## src/rtl/twiddle_gen_param_pkg.sv

```systemverilog
// Shared FFT definitions: stage-phase encoding, the real constant used for table
// generation, and an elaboration-time log2 helper.
package fft_pkg;

   localparam logic [1:0] ST_FILL = 2'd0;
   localparam logic [1:0] ST_BFLY = 2'd1;
   localparam logic [1:0] ST_TWID = 2'd2;

   typedef enum logic [1:0] {
      PH_FILL = ST_FILL,
      PH_BFLY = ST_BFLY,
      PH_TWID = ST_TWID
   } phase_e;

   localparam real PI = 3.14159265358979323846;

   function automatic int clog2(input int value);
      int r;
      r = 32'sd0;
      while ((32'sd1 << r) < value) begin
         r = r + 32'sd1;
      end
      return r;
   endfunction

endpackage

```

## src/rtl/twiddle_gen_param_if.sv

```systemverilog
// Stage-control bus between the twiddle generator (slave) and whoever feeds the
// stage samples and consumes the twiddle/mux control (master).
interface twiddle_gen_param_if #(
   parameter int W = 24
) ();

   logic         in_valid;
   logic         clear;
   logic         inverse;
   logic [W-1:0] w_r;
   logic [W-1:0] w_i;
   logic [1:0]   state;
   logic         w_valid;
   logic         frame_done;

   modport master (
      output in_valid, clear, inverse,
      input  w_r, w_i, state, w_valid, frame_done
   );

   modport slave (
      input  in_valid, clear, inverse,
      output w_r, w_i, state, w_valid, frame_done
   );

endinterface

```

## src/rtl/twiddle_gen_param_rom.sv

```systemverilog
// Quarter-wave cosine table C[m] = round(2**FRAC * cos(pi*m/STAGE_LEN)), m = 0..STAGE_LEN/2,
// built at elaboration; two combinational read ports serve the real and imaginary parts.
module twiddle_quarter_rom
   import fft_pkg::*;
#(
   parameter int STAGE_LEN = 128,
   parameter int W         = 24,
   parameter int FRAC      = 8
) (
   input  logic [clog2(STAGE_LEN)-1:0] addr_a,
   input  logic [clog2(STAGE_LEN)-1:0] addr_b,
   output logic [W-1:0]                c_a,
   output logic [W-1:0]                c_b
);

   localparam int  HALF  = STAGE_LEN / 2;
   localparam real SCALE = real'(64'sd1 << FRAC);

   logic [W-1:0] table_s [STAGE_LEN];

   // Entries above HALF are never addressed; they are padded so every index is defined.
   for (genvar m = 0; m < STAGE_LEN; m++) begin : g_tab
      if (m <= HALF) begin : g_live
         localparam real SCALED = SCALE * $cos(PI * m / STAGE_LEN);
         localparam int  CV     = int'($floor(SCALED + 0.5));
         assign table_s[m] = W'(CV);
      end else begin : g_pad
         assign table_s[m] = '0;
      end
   end

   assign c_a = table_s[addr_a];
   assign c_b = table_s[addr_b];

endmodule

```

## src/rtl/twiddle_gen_param.sv

```systemverilog
// Twiddle generator for one radix-2 SDF stage: sequences FILL/BFLY/TWID per accepted
// sample and emits exp(-j*pi*k/STAGE_LEN), or its conjugate, one cycle later.
module twiddle_gen_param
   import fft_pkg::*;
#(
   parameter int STAGE_LEN = 128,
   parameter int W         = 24,
   parameter int FRAC      = 8
) (
   input logic                clk,
   input logic                rst,
   twiddle_gen_param_if.slave bus
);

   localparam int             AW     = clog2(STAGE_LEN);
   localparam int             PW     = AW + 1;
   localparam logic [AW:0]    FILL_N = (AW + 1)'(STAGE_LEN);
   localparam logic [AW-1:0]  HALF_A = AW'(STAGE_LEN / 2);
   localparam logic [W-1:0]   ONE    = W'(1) << FRAC;

   logic          srst_s;
   logic [AW:0]   fill_cnt_r, fill_cnt_nxt_s;
   logic [PW-1:0] ph_cnt_r, ph_cnt_nxt_s;
   logic          inv_q_r, inv_q_nxt_s;
   phase_e        phase_s;
   logic [AW-1:0] k_s;
   logic [AW-1:0] addr_a_s, addr_b_s;
   logic [W-1:0]  c_a_s, c_b_s;
   logic          neg_r_s;
   logic [W-1:0]  tw_r_s, tw_i_s;
   logic          last_s;

   logic [W-1:0]  w_r_r, w_i_r;
   phase_e        state_r;
   logic          w_valid_r, frame_done_r;

   assign srst_s = rst | bus.clear;
   assign k_s    = ph_cnt_r[AW-1:0];

   // Phase decode and counter/direction next-state; nothing moves without in_valid
   always_comb begin
      fill_cnt_nxt_s = fill_cnt_r;
      ph_cnt_nxt_s   = ph_cnt_r;
      inv_q_nxt_s    = inv_q_r;
      phase_s        = PH_FILL;
      if (fill_cnt_r < FILL_N) begin
         phase_s = PH_FILL;
         if (bus.in_valid) begin
            fill_cnt_nxt_s = fill_cnt_r + (AW + 1)'(1);
            inv_q_nxt_s    = bus.inverse;
         end else begin
            fill_cnt_nxt_s = fill_cnt_r;
         end
      end else begin
         phase_s = ph_cnt_r[PW-1] ? PH_TWID : PH_BFLY;
         if (bus.in_valid) begin
            ph_cnt_nxt_s = ph_cnt_r + PW'(1);
            if (ph_cnt_r == '0) begin
               inv_q_nxt_s = bus.inverse;
            end else begin
               inv_q_nxt_s = inv_q_r;
            end
         end else begin
            ph_cnt_nxt_s = ph_cnt_r;
         end
      end
   end

   // Fold k onto the quarter-wave table. STAGE_LEN is a power of two, so L-k is just -k in AW bits.
   always_comb begin
      addr_a_s = k_s;
      addr_b_s = HALF_A - k_s;
      neg_r_s  = 1'b0;
      if (k_s <= HALF_A) begin
         addr_a_s = k_s;
         addr_b_s = HALF_A - k_s;
         neg_r_s  = 1'b0;
      end else begin
         addr_a_s = AW'(0) - k_s;
         addr_b_s = k_s - HALF_A;
         neg_r_s  = 1'b1;
      end
   end

   twiddle_quarter_rom #(
      .STAGE_LEN (STAGE_LEN),
      .W         (W),
      .FRAC      (FRAC)
   ) u_rom (
      .addr_a (addr_a_s),
      .addr_b (addr_b_s),
      .c_a    (c_a_s),
      .c_b    (c_b_s)
   );

   // Apply quadrant and transform-direction signs
   always_comb begin
      tw_r_s = c_a_s;
      tw_i_s = -c_b_s;
      if (neg_r_s) begin
         tw_r_s = -c_a_s;
      end else begin
         tw_r_s = c_a_s;
      end
      if (inv_q_r) begin
         tw_i_s = c_b_s;
      end else begin
         tw_i_s = -c_b_s;
      end
   end

   assign last_s = (phase_s == PH_TWID) && (k_s == {AW{1'b1}});

   // Frame-position counters and latched direction
   always_ff @(posedge clk) begin
      if (srst_s) begin
         fill_cnt_r <= '0;
         ph_cnt_r   <= '0;
         inv_q_r    <= 1'b0;
      end else begin
         fill_cnt_r <= fill_cnt_nxt_s;
         ph_cnt_r   <= ph_cnt_nxt_s;
         inv_q_r    <= inv_q_nxt_s;
      end
   end

   // Output registers: describe the sample accepted on the previous cycle, hold otherwise
   always_ff @(posedge clk) begin
      if (srst_s) begin
         w_r_r        <= '0;
         w_i_r        <= '0;
         state_r      <= PH_FILL;
         w_valid_r    <= 1'b0;
         frame_done_r <= 1'b0;
      end else if (bus.in_valid) begin
         w_valid_r    <= 1'b1;
         state_r      <= phase_s;
         frame_done_r <= last_s;
         if (phase_s == PH_TWID) begin
            w_r_r <= tw_r_s;
            w_i_r <= tw_i_s;
         end else begin
            w_r_r <= ONE;
            w_i_r <= '0;
         end
      end else begin
         w_valid_r    <= 1'b0;
         frame_done_r <= 1'b0;
      end
   end

   assign bus.w_r        = w_r_r;
   assign bus.w_i        = w_i_r;
   assign bus.state      = state_r;
   assign bus.w_valid    = w_valid_r;
   assign bus.frame_done = frame_done_r;

endmodule
```

## src/flat_wrapper.sv

```systemverilog
// flat-port wrapper written by rule: the top's interface ports become plain ports
module twiddle_gen_param_flat import fft_pkg::*;
#(
   parameter int STAGE_LEN = 128,
   parameter int W         = 24,
   parameter int FRAC      = 8
)
  (clk, rst, bus_in_valid, bus_clear, bus_inverse, bus_w_r, bus_w_i, bus_state, bus_w_valid, bus_frame_done);
  twiddle_gen_param_if #(.W(W)) bus_i ();
  input logic clk;
  input logic rst;
  input wire logic [$bits(bus_i.in_valid)-1:0] bus_in_valid;
  input wire logic [$bits(bus_i.clear)-1:0] bus_clear;
  input wire logic [$bits(bus_i.inverse)-1:0] bus_inverse;
  output wire logic [$bits(bus_i.w_r)-1:0] bus_w_r;
  output wire logic [$bits(bus_i.w_i)-1:0] bus_w_i;
  output wire logic [$bits(bus_i.state)-1:0] bus_state;
  output wire logic [$bits(bus_i.w_valid)-1:0] bus_w_valid;
  output wire logic [$bits(bus_i.frame_done)-1:0] bus_frame_done;
  assign bus_i.in_valid = bus_in_valid;
  assign bus_i.clear = bus_clear;
  assign bus_i.inverse = bus_inverse;
  assign bus_w_r = bus_i.w_r;
  assign bus_w_i = bus_i.w_i;
  assign bus_state = bus_i.state;
  assign bus_w_valid = bus_i.w_valid;
  assign bus_frame_done = bus_i.frame_done;
  twiddle_gen_param #(.STAGE_LEN(STAGE_LEN), .W(W), .FRAC(FRAC)) u_core (.clk(clk), .rst(rst), .bus(bus_i));
endmodule
```

## config.mk

```make
export PLATFORM = sky130hd
export DESIGN_NAME = twiddle_gen_param_flat
export DESIGN_NICKNAME = d
export VERILOG_FILES = /design/src/rtl/twiddle_gen_param_pkg.sv /design/src/rtl/twiddle_gen_param_if.sv /design/src/rtl/twiddle_gen_param_rom.sv /design/src/rtl/twiddle_gen_param.sv /design/src/flat_wrapper.sv
export SDC_FILE = /design/constraint.sdc
export NUM_CORES = 1
export LEC_CHECK = 0
export CAP_MARGIN = 10
export CELL_PAD_IN_SITES_DETAIL_PLACEMENT = 1
export CELL_PAD_IN_SITES_GLOBAL_PLACEMENT = 1
export CORE_ASPECT_RATIO = 0.9
export CORE_MARGIN = 10
export CORE_UTILIZATION = 51
export DETAILED_ROUTE_END_ITERATION = 10
export DONT_BUFFER_PORTS = 1
export PLACE_DENSITY_LB_ADDON = 0.1
export SYNTH_ARGS = -nofsm -noshare
export SYNTH_HDL_FRONTEND = slang
export SYNTH_SLANG_ARGS = --single-unit
export TNS_END_PERCENT = 100
```

## constraint.sdc

```tcl
create_clock -name clk -period 8.2 [get_ports clk]
set_input_delay 0.82 -clock clk [delete_from_list [all_inputs] [get_ports clk]]
set_output_delay 0.82 -clock clk [all_outputs]
set_load 0.03 [all_outputs]
```

==> flow_summary.toml, run 1 <==
[floorplanning]
ios = 57
die_h_um = 117.9
die_area_um2 = 15190
die_x_um = 128.8
initial_core_util = 0.5257
core_area_um2 = 10330
rows = 35

[synthesis]
synth-edff-count = 0
synth_mux_area_frac = 0.03063
syn_inst = 742
synth.net_count = 768
synth.distinct_cells = 87
synth_ff_type = "dfxtp_1"
synth_area_um2 = 5433
synth_warnings = 0
synth_top_area_frac = 0.2027
synth_top_family_by_area = "compound AO/OA/AOI/OAI gates"
ys_top_cells_by_area = "dfxtp_1 20%, nand2_1 5.1%, nor2_1 5.1%"
synth_simple_gate_area_frac = 0.2356
ys_ff_latch = 55
synth_xor_area_frac = 0.03685
synth_fa_ha_area_frac = 0.04836
synthArstFlopShare = 0
yosys.area.top_type = "dfxtp_1"
yosysSeqAreaShare = 0.2027
syn_area_per_cell_um2 = 7.322
synth_compound_area_frac = 0.3643

[detailed_routing]
via_count = 5817
drc = 0
wire_per_inst_um = 24.10
ant_nets = 0
firstDrtPassIters = 6
via_per_inst = 7.137
drt_iter0_markers = 764
drt-total-wl_um = 19640

[setup_path]
arrival_ns = 5.84
worstSetupStartpointType = "flip-flop"
worst-path-max-fanout = 32
critPathRequiredTime_ns = 8.40
worstSetupPathType = "flip-flop to flip-flop"
crit_path_end_kind = "flip-flop"

[timing]
worst_slew_pin_slew_ns = 1.044
fin_crit_ns = 5.647
final.period_utilization = 0.6887
drv_slew = 0
fin_tns_setup_ns = 0
rsz0062_at_grt = "false"
relSlewSlack = 0.3041
holdWs_ns = 0.5322
hold_violations = 0
finalSetupViolations = 0
fin_skew_ns = 0.006703
max_freq_mhz = 177.1

[min_path]
hp-class = "flip-flop to flip-flop"

[power]
p_per_area_nw_per_um2 = 89.34
p_leak_nw = 2.024
ir_worst_vdd_v = 0.00008245

[flow_run]
drv_cap = 0

[global_routing]
grt_util_all_layers = 0.2504
grt_pass1_wl_um = 31430
met3_usage = 0.04548
busiest_layer = "met2"
grt_pass1_vias = 5567
grt_use_met1 = 0.3285
grt_overflow = 0
antenna_found_initial = 0
grt_max_degree = 57
grt_use_met2 = 0.3920

[cts]
cts-resized-gates = 0
cts_buffers = 5
cts_setup_buffers = 0
clk_pin_slew_ns = 0.07
clk_latency_ns = 0.29
cts_num_sinks = 55
clockBufferDepth = 2
cts_hold_buf = 0
cts_tree = "built"
cts-root-buf = "clkbuf_16"
htree_levels = 2

[finish]
area_growth_pct = 0.1612
fin_util = 0.5265
antenna_cells = 0
drive_gt1_frac = 0.08601
n_fill_cell = 1329
nets = 711

[placed_design]
place_hpwl_um = 14250
port_buffers = 0
place_congestion = 0.9777

[run_status]
status = "finished clean"
critical path, cell delays in order (launching register included):
cell,delay [ns]
dfxtp_1,0.30
buf_4,0.25
inv_1,0.25
ha_1,0.35
or3b_4,0.45
o21ai_2,0.48
mux2_2,0.43
ha_1,0.52
nand3_1,0.21
o211ai_1,0.15
o31ai_1,0.09
o311a_1,0.34
nor3_1,0.37
inv_1,0.08
ha_1,0.20
nor2b_1,0.15
nand3_1,0.12
nor3_1,0.07
ha_1,0.30
mux2i_1,0.18
o2bb2ai_1,0.08
and2_1,0.16
synth_stat cells (15+ instances only):
cell type,count
clkbuf_1,31
nand3_1,21
a21oi_1,48
a31oi_1,15
nor3_1,20
buf_4,19
dfxtp_1,55
a21o_1,16
buf_2,18
nor2_1,74
inv_1,15
ha_1,21
nand2_1,74
o21ai_0,45
layer usage:
metal	vias up	part of all wire
li1	2639	-
met1	2856	0.43
met2	268	0.46
met3	54	0.075
met4	0	0.033
met5	-	0
kinds of logic after synthesis:
kind of cell / after synthesis
buf+inv: 93
compound gates: 273
xor+xnor: 22
fa+ha+maj: 21
simple gates: 264
flops: 55
mux: 14
final timing paths:
kind,start,end,slack [ns],cells after the start
hold / removal,u_core.fill_cnt_r[6]$_SDFFE_PP0P_,u_core.fill_cnt_r[6]$_SDFFE_PP0P_,0.53,2
setup reg to reg,u_core.ph_cnt_r[0]$_SDFFE_PP0P_,u_core.bus.w_i[8]$_SDFFE_PP0P_,2.55,21
hold reg to reg,u_core.fill_cnt_r[6]$_SDFFE_PP0P_,u_core.fill_cnt_r[6]$_SDFFE_PP0P_,0.53,2
setup / recovery,u_core.ph_cnt_r[0]$_SDFFE_PP0P_,u_core.bus.w_i[8]$_SDFFE_PP0P_,2.55,21
sequential cells by signal, summed over array words and instances, names as in the netlist:
register / count
u_core.fill_cnt_r: 8
u_core.bus.state: 2
u_core.inv_q_r: 1
u_core.bus.frame_done: 1
u_core.bus.w_r: 17
u_core.bus.w_i: 17
u_core.ph_cnt_r: 8
u_core.bus.w_valid: 1
final cells by class:
cell class / instances / area [um^2] / area share
clock inverter: 2 / 12.51 / 0.002299
inverter: 19 / 71.32 / 0.01311
sequential: 55 / 1104 / 0.2028
multi-input combinational: 594 / 3889 / 0.7146
tap: 129 / 161.4 / 0.02966
timing repair buffer: 10 / 75.07 / 0.01380
clock buffer: 6 / 128.9 / 0.02368
layout by cell type (no fill, tap or decap), types with 8 or more instances in the layout:
cell type	n
a31oi_1	15
and2_1	8
mux2i_1	11
xnor2_1	10
buf_4	10
nor3_1	20
a32oi_1	8
xor2_1	11
nand2_1	74
dfxtp_1	53
o21a_1	8
nor2_1	74
o21ai_0	45
a21o_1	16
o31ai_1	12
nand3_1	21
nor2b_1	10
a21oi_1	48
o211ai_1	14
or2_2	10
or3_1	11
inv_1	15
ha_1	21
report_power, final:
part / total [mW] / switching [mW] / internal, mW
clock network: 0.208 / 0.0952 / 0.113
logic: 0.00812 / 0.00627 / 0.00185
registers: 0.270 / 0.00205 / 0.268
metrics by stage:
| step | area, um^2 | power, mW | instances | setup WS (ns) |
|---|---|---|---|---|
| 5_1_grt | 5441 | 0.5062 | 815 | 2.122 |
| 3_5_place_dp | 5300 | 0.2843 | 807 | 2.700 |
| 6_report | 5441 | 0.4861 | 815 | 2.553 |
| 4_1_cts | 5441 | 0.4888 | 815 | 2.648 |
| 2_1_floorplan | 5433 | 0.2820 | 742 | 3.721 |
| 3_3_place_gp | 5300 | 0.2838 | 807 | 2.853 |
Power figures use the tool's default switching activity.
==> run 2, diff against run 1 <==
- CORE_UTILIZATION: 51 -> 44
- clock period: 8.2 -> 5 ns (I/O delays scaled with it)
==> run 2 against run 1 <==
- critical path depth is 1 lower
- critical path type unchanged
- via count shrank 3.9%
- wire length increased by 2.6%
- first-iteration DRC count is 45% lower
- non-clock buffer count up 16
- combinational power increased by 59%
- flip-flop and latch count is the same
==> flow_summary.toml, run 2 (synthesis results as in run 1) <==
[cts]
htree_levels = 2
cts_setup_buffers = 0
cts_num_sinks = 55
cts-root-buf = "clkbuf_16"
cts_hold_buf = 0
cts_buffers = 5
clk_latency_ns = 0.30
cts_tree = "built"
cts-resized-gates = 0
clk_pin_slew_ns = 0.07
clockBufferDepth = 2

[floorplanning]
die_h_um = 125.4
rows = 38
initial_core_util = 0.4499
ios = 57
die_area_um2 = 17200
die_x_um = 137.1
core_area_um2 = 12080

[finish]
area_growth_pct = 4.238
seqCellArea_um2 = 1104
n_fill_cell = 1536
antenna_cells = 0
drive_gt1_frac = 0.1083
final_cell_area_um2 = 5663
multi_input_area_um2 = 3891
final_cell_mix = "74 x nand2_1, 73 x nor2_1, 53 x dfxtp_1, 48 x a21oi_1, 45 x o21ai_0"
nets = 727
layout_commonest_cell = "nand2_1"

[power]
p_seq_frac = 0.487
clockPowerShare = 0.499
p_sw_frac = 0.1978
p_per_area_nw_per_um2 = 160.6
p_switching_mw = 0.1799
p_leak_nw = 2.124
p_total_mw = 0.9093
ir_worst_vdd_v = 0.0001510
p_comb_frac = 0.014
p_int_mw = 0.7294

[setup_path]
cp_common_cell = "ha_1"
slowest_delay_ns = 0.47
critPathRequiredTime_ns = 5.20
worst-path-max-fanout = 13
arrival_ns = 4.73
cpMaxStageDelayCell = "ha_1"
worstSetupStartpointType = "flip-flop"
worstSetupPathType = "flip-flop to flip-flop"
crit_path_end_kind = "flip-flop"
crit_chain = "inv_1 -> ha_1 -> or3b_4 -> o21ai_2 -> mux2_2 -> ha_1 -> nand3_1 -> o211ai_1 -> o31ai_1 -> o311a_1 -> nor3_1 -> inv_1 -> ha_1 -> nor2b_1 -> nand3_1 -> nor3_1 -> ha_1 -> mux2i_1 -> o2bb2ai_1 -> and2_1"

[timing]
relSlewSlack = 0.2786
finalSetupViolations = 0
drv_slew = 0
fin_crit_ns = 4.524
fin_tns_setup_ns = 0
final.period_utilization = 0.9048
max_freq_mhz = 221.1
worst_slew_pin_slew_ns = 1.077
hold_violations = 0
worst_slack_ns = 0.4762
fin_skew_ns = 0.006901
rsz0062_at_grt = "false"

[detailed_routing]
drt-total-wl_um = 20140
drc = 0
via_count = 5590
firstDrtPassIters = 5
wire_per_inst_um = 23.37
via_per_inst = 6.485
drt_iter0_markers = 422
ant_nets = 0

[flow_run]
drv_cap = 0

[global_routing]
antenna_found_initial = 0
grt_overflow = 0
grt_pass1_wl_um = 31970
grt_pass1_vias = 5677
grt_max_degree = 51
grt_util_all_layers = 0.2276

[placed_design]
place_congestion = 0.9560
port_buffers = 0
dp_slack_ns = 0.5211
place_area_um2 = 5474
place_hpwl_um = 14760

[min_path]
hp-class = "primary input to flip-flop"

[run_status]
status = "finished clean"
run 2: cell count changes in the layout (fill, tap and decap cells not counted):
cell,delta
clkinv_2,-1
nor2_1,-1
buf_12,+1
nor2_2,+1
buf_4,+15
clkinvlp_4,-1
bufinv_16,+2
run 2: final cells by class:
type / count / area share
multi-input combinational: 594 / 0.6871
inverter: 19 / 0.01259
tap: 160 / 0.03535
timing repair buffer: 26 / 0.03668
clock inverter: 2 / 0.01061
clock buffer: 6 / 0.02276
sequential: 55 / 0.1949
run 2: power by group through the flow:
stage                     sequential, mW  clock [mW]  combinational [mW]
after floorplan                    0.452           0              0.0109
after global placement             0.453           0              0.0128
after detailed placement           0.453           0              0.0132
after CTS                          0.443       0.455              0.0133
after global routing               0.443       0.483              0.0146
final                              0.442       0.454              0.0129
run 2: final timing paths:
path	slack, ns	from	endpoint	depth (start not counted)
min	0.36	bus_in_valid	u_core.inv_q_r$_SDFFE_PP0P_	2
max	0.48	u_core.ph_cnt_r[1]$_SDFFE_PP0P_	u_core.bus.w_i[8]$_SDFFE_PP0P_	20
min reg2reg	0.52	u_core.fill_cnt_r[5]$_SDFFE_PP0P_	u_core.fill_cnt_r[5]$_SDFFE_PP0P_	2
max reg2reg	0.48	u_core.ph_cnt_r[1]$_SDFFE_PP0P_	u_core.bus.w_i[8]$_SDFFE_PP0P_	20
run 2: per-layer routing:
layer	vias up	track usage	wire length [um]
li1	2663	-	-
met1	2728	0.3011	9016
met2	170	0.3656	9589
met3	29	0.04404	1168
met4	0	0.06382	370
met5	-	0	0
run 2: worst max-delay path: cells and delay by family (launching register included):
family	cells	cell delay, ns
and+or+nand+nor	7	1.48
adders and majority gates	4	1.14
AOI/OAI and AO/OA	5	0.82
muxes	2	0.44
DFF	1	0.31
buffers and inverters	2	0.21
run 2: metrics by stage:
step / std cells / hold WS, ns / utilization
5_1_grt: 862 / 0.3682 / 0.4689
3_3_place_gp: 854 / 0.4897 / 0.4533
4_1_cts: 862 / 0.3588 / 0.4689
6_report: 862 / 0.3597 / 0.4689
2_1_floorplan: 742 / 0.4722 / -
3_5_place_dp: 854 / 0.5124 / 0.4533
==> run 3, diff against run 2 <==
- RECOVER_POWER: default -> 100
==> run 3 against run 2 <==
- the flow now finishes with violations (capacitance limit, slew limit)
- sequential power about the same
- clock skew increased by 0.0016 ns
- largest power group unchanged
- global-route usage unchanged
- clock power about the same
- hold slack improved by 0.00087 ns
- via count increased by 0.89%
- cell count unchanged
- critical path depth unchanged
- register-to-register slack about the same
==> flow_summary.toml, run 3 (synthesis results as in run 1) <==
[timing]
rsz0062_at_grt = "false"
relSlewSlack = -0.1151
fin_tns_setup_ns = 0
worst_slew_pin_slew_ns = 1.673
max_freq_mhz = 220.3
fin_crit_ns = 4.539
fin_skew_ns = 0.008506
final.period_utilization = 0.9077
worst_slack_ns = 0.4614
hold_violations = 0
finalSetupViolations = 0
drv_slew = 30

[global_routing]
grt_util_all_layers = 0.2276
grt_overflow = 0
grt_pass1_wl_um = 31970
grt_pass1_vias = 5677
antenna_found_initial = 0
grt_max_degree = 51

[cts]
clk_pin_slew_ns = 0.07
cts_tree = "built"
cts_hold_buf = 0
htree_levels = 2
cts_num_sinks = 55
cts-root-buf = "clkbuf_16"
clockBufferDepth = 2
cts_buffers = 5
cts-resized-gates = 0
cts_setup_buffers = 0
clk_latency_ns = 0.30

[floorplanning]
core_area_um2 = 12080
die_area_um2 = 17200
rows = 38
ios = 57
die_x_um = 137.1
initial_core_util = 0.4499
die_h_um = 125.4

[finish]
final_cell_mix = "74 x nand2_1, 73 x nor2_1, 54 x dfxtp_1, 48 x a21oi_1, 47 x o21ai_0"
final_cell_area_um2 = 5630
antenna_cells = 0
nets = 727
layoutNonFillerInstCount = 862
fin_util = 0.4662
layout_commonest_cell = "nand2_1"
drive_gt1_frac = 0.09972
area_growth_pct = 3.639

[setup_path]
arrival_ns = 4.74
ff2ff_setup_slack_ns = 0.46
worstSetupStartpointType = "flip-flop"
crit_path_end_kind = "flip-flop"
crit_start = "u_core.ph_cnt_r[1]$_SDFFE_PP0P_"
path_buf_inv = 2
path_delay_family = "simple AND/OR/NAND/NOR gates"
reg2reg_to = "u_core.bus.w_i[8]$_SDFFE_PP0P_"
rr_worst_depth = 20
worstSetupPathType = "flip-flop to flip-flop"
critPathRequiredTime_ns = 5.20
worst-path-max-fanout = 13
crit_chain = "inv_1 -> ha_1 -> or3b_1 -> o21ai_2 -> mux2_2 -> ha_1 -> nand3_1 -> o211ai_1 -> o31ai_1 -> o311a_1 -> nor3_1 -> inv_1 -> ha_1 -> nor2b_1 -> nand3_1 -> nor3_1 -> ha_1 -> mux2i_1 -> o2bb2ai_1 -> and2_0"
cpMaxStageDelayCell = "ha_1"
slowest_delay_ns = 0.47
r2r-start = "u_core.ph_cnt_r[1]$_SDFFE_PP0P_"
cp_common_cell = "ha_1"

[run_status]
status = "finished with violations"
violations = "capacitance limit, slew limit"

[placed_design]
place_area_um2 = 5474
port_buffers = 0
placed_cells = 854
place_congestion = 0.9560
place_hpwl_um = 14760
dp_slack_ns = 0.5211

[min_path]
hp-class = "primary input to flip-flop"
holdCritStartpoint = "bus_in_valid"
hold-path-endpoint = "u_core.inv_q_r$_SDFFE_PP0P_"
min_path_cells = 2

[detailed_routing]
via_per_inst = 6.543
firstDrtPassIters = 5
drt_iter0_markers = 367
ant_nets = 0
via_count = 5640
wire_per_inst_um = 23.43
drt-total-wl_um = 20190
drc = 0

[power]
p_switching_mw = 0.1778
ir_worst_vdd_v = 0.0001510
p_leak_nw = 2.119
p_comb_frac = 0.014
p_seq_frac = 0.488
p_per_area_nw_per_um2 = 161.1
p_int_mw = 0.7293
clockPowerShare = 0.498
p_sw_frac = 0.1960

[flow_run]
drv_cap = 1
[run 3: per-stage QoR]
stage          hold slack, ns  power, mW
2_1_floorplan          0.4722     0.4624
3_3_place_gp           0.4897     0.4654
3_5_place_dp           0.5124     0.4660
4_1_cts                0.3588     0.9113
5_1_grt                0.3682     0.9396
6_report               0.3606     0.9070
[run 3: area by class of cell]
type,instances,area [um^2]
Clock buffer,6,128.9
Inverter,19,71.32
Fill cell,1542,6446
Tap cell,160,200.2
Sequential cell,55,1102
Clock inverter,2,60.06
Timing Repair Buffer,26,207.7
Multi-Input combinational cell,594,3860
[run 3: how the worst max path moves through the flow]
stage,to,slack [ns],cells after the start
after floorplan,u_core.bus.w_i[8]$_SDFFE_PP0P_,0.52,21
after global placement,u_core.bus.w_i[8]$_SDFFE_PP0P_,0.65,20
after detailed placement,u_core.bus.w_i[8]$_SDFFE_PP0P_,0.52,20
after CTS,u_core.bus.w_i[8]$_SDFFE_PP0P_,0.49,20
after global routing,u_core.bus.w_i[8]$_SDFFE_PP0P_,0.07,20
final,u_core.bus.w_i[8]$_SDFFE_PP0P_,0.46,20
[run 3: layer usage]
metal,up-vias,GRT usage,routed length [um]
met1,2773,0.3011,9087
li1,2662,-,-
met4,0,0.06382,406
met5,-,0,0
met3,33,0.04404,1177
met2,172,0.3656,9524
[run 3: power by group through the flow]
stage	sequential (mW)	clock [mW]	combinational, mW
CTS	0.443	0.455	0.0133
floorplan	0.452	0	0.0109
global placement	0.453	0	0.0128
finish	0.443	0.452	0.0128
detailed placement	0.453	0	0.0132
global route	0.443	0.483	0.0145
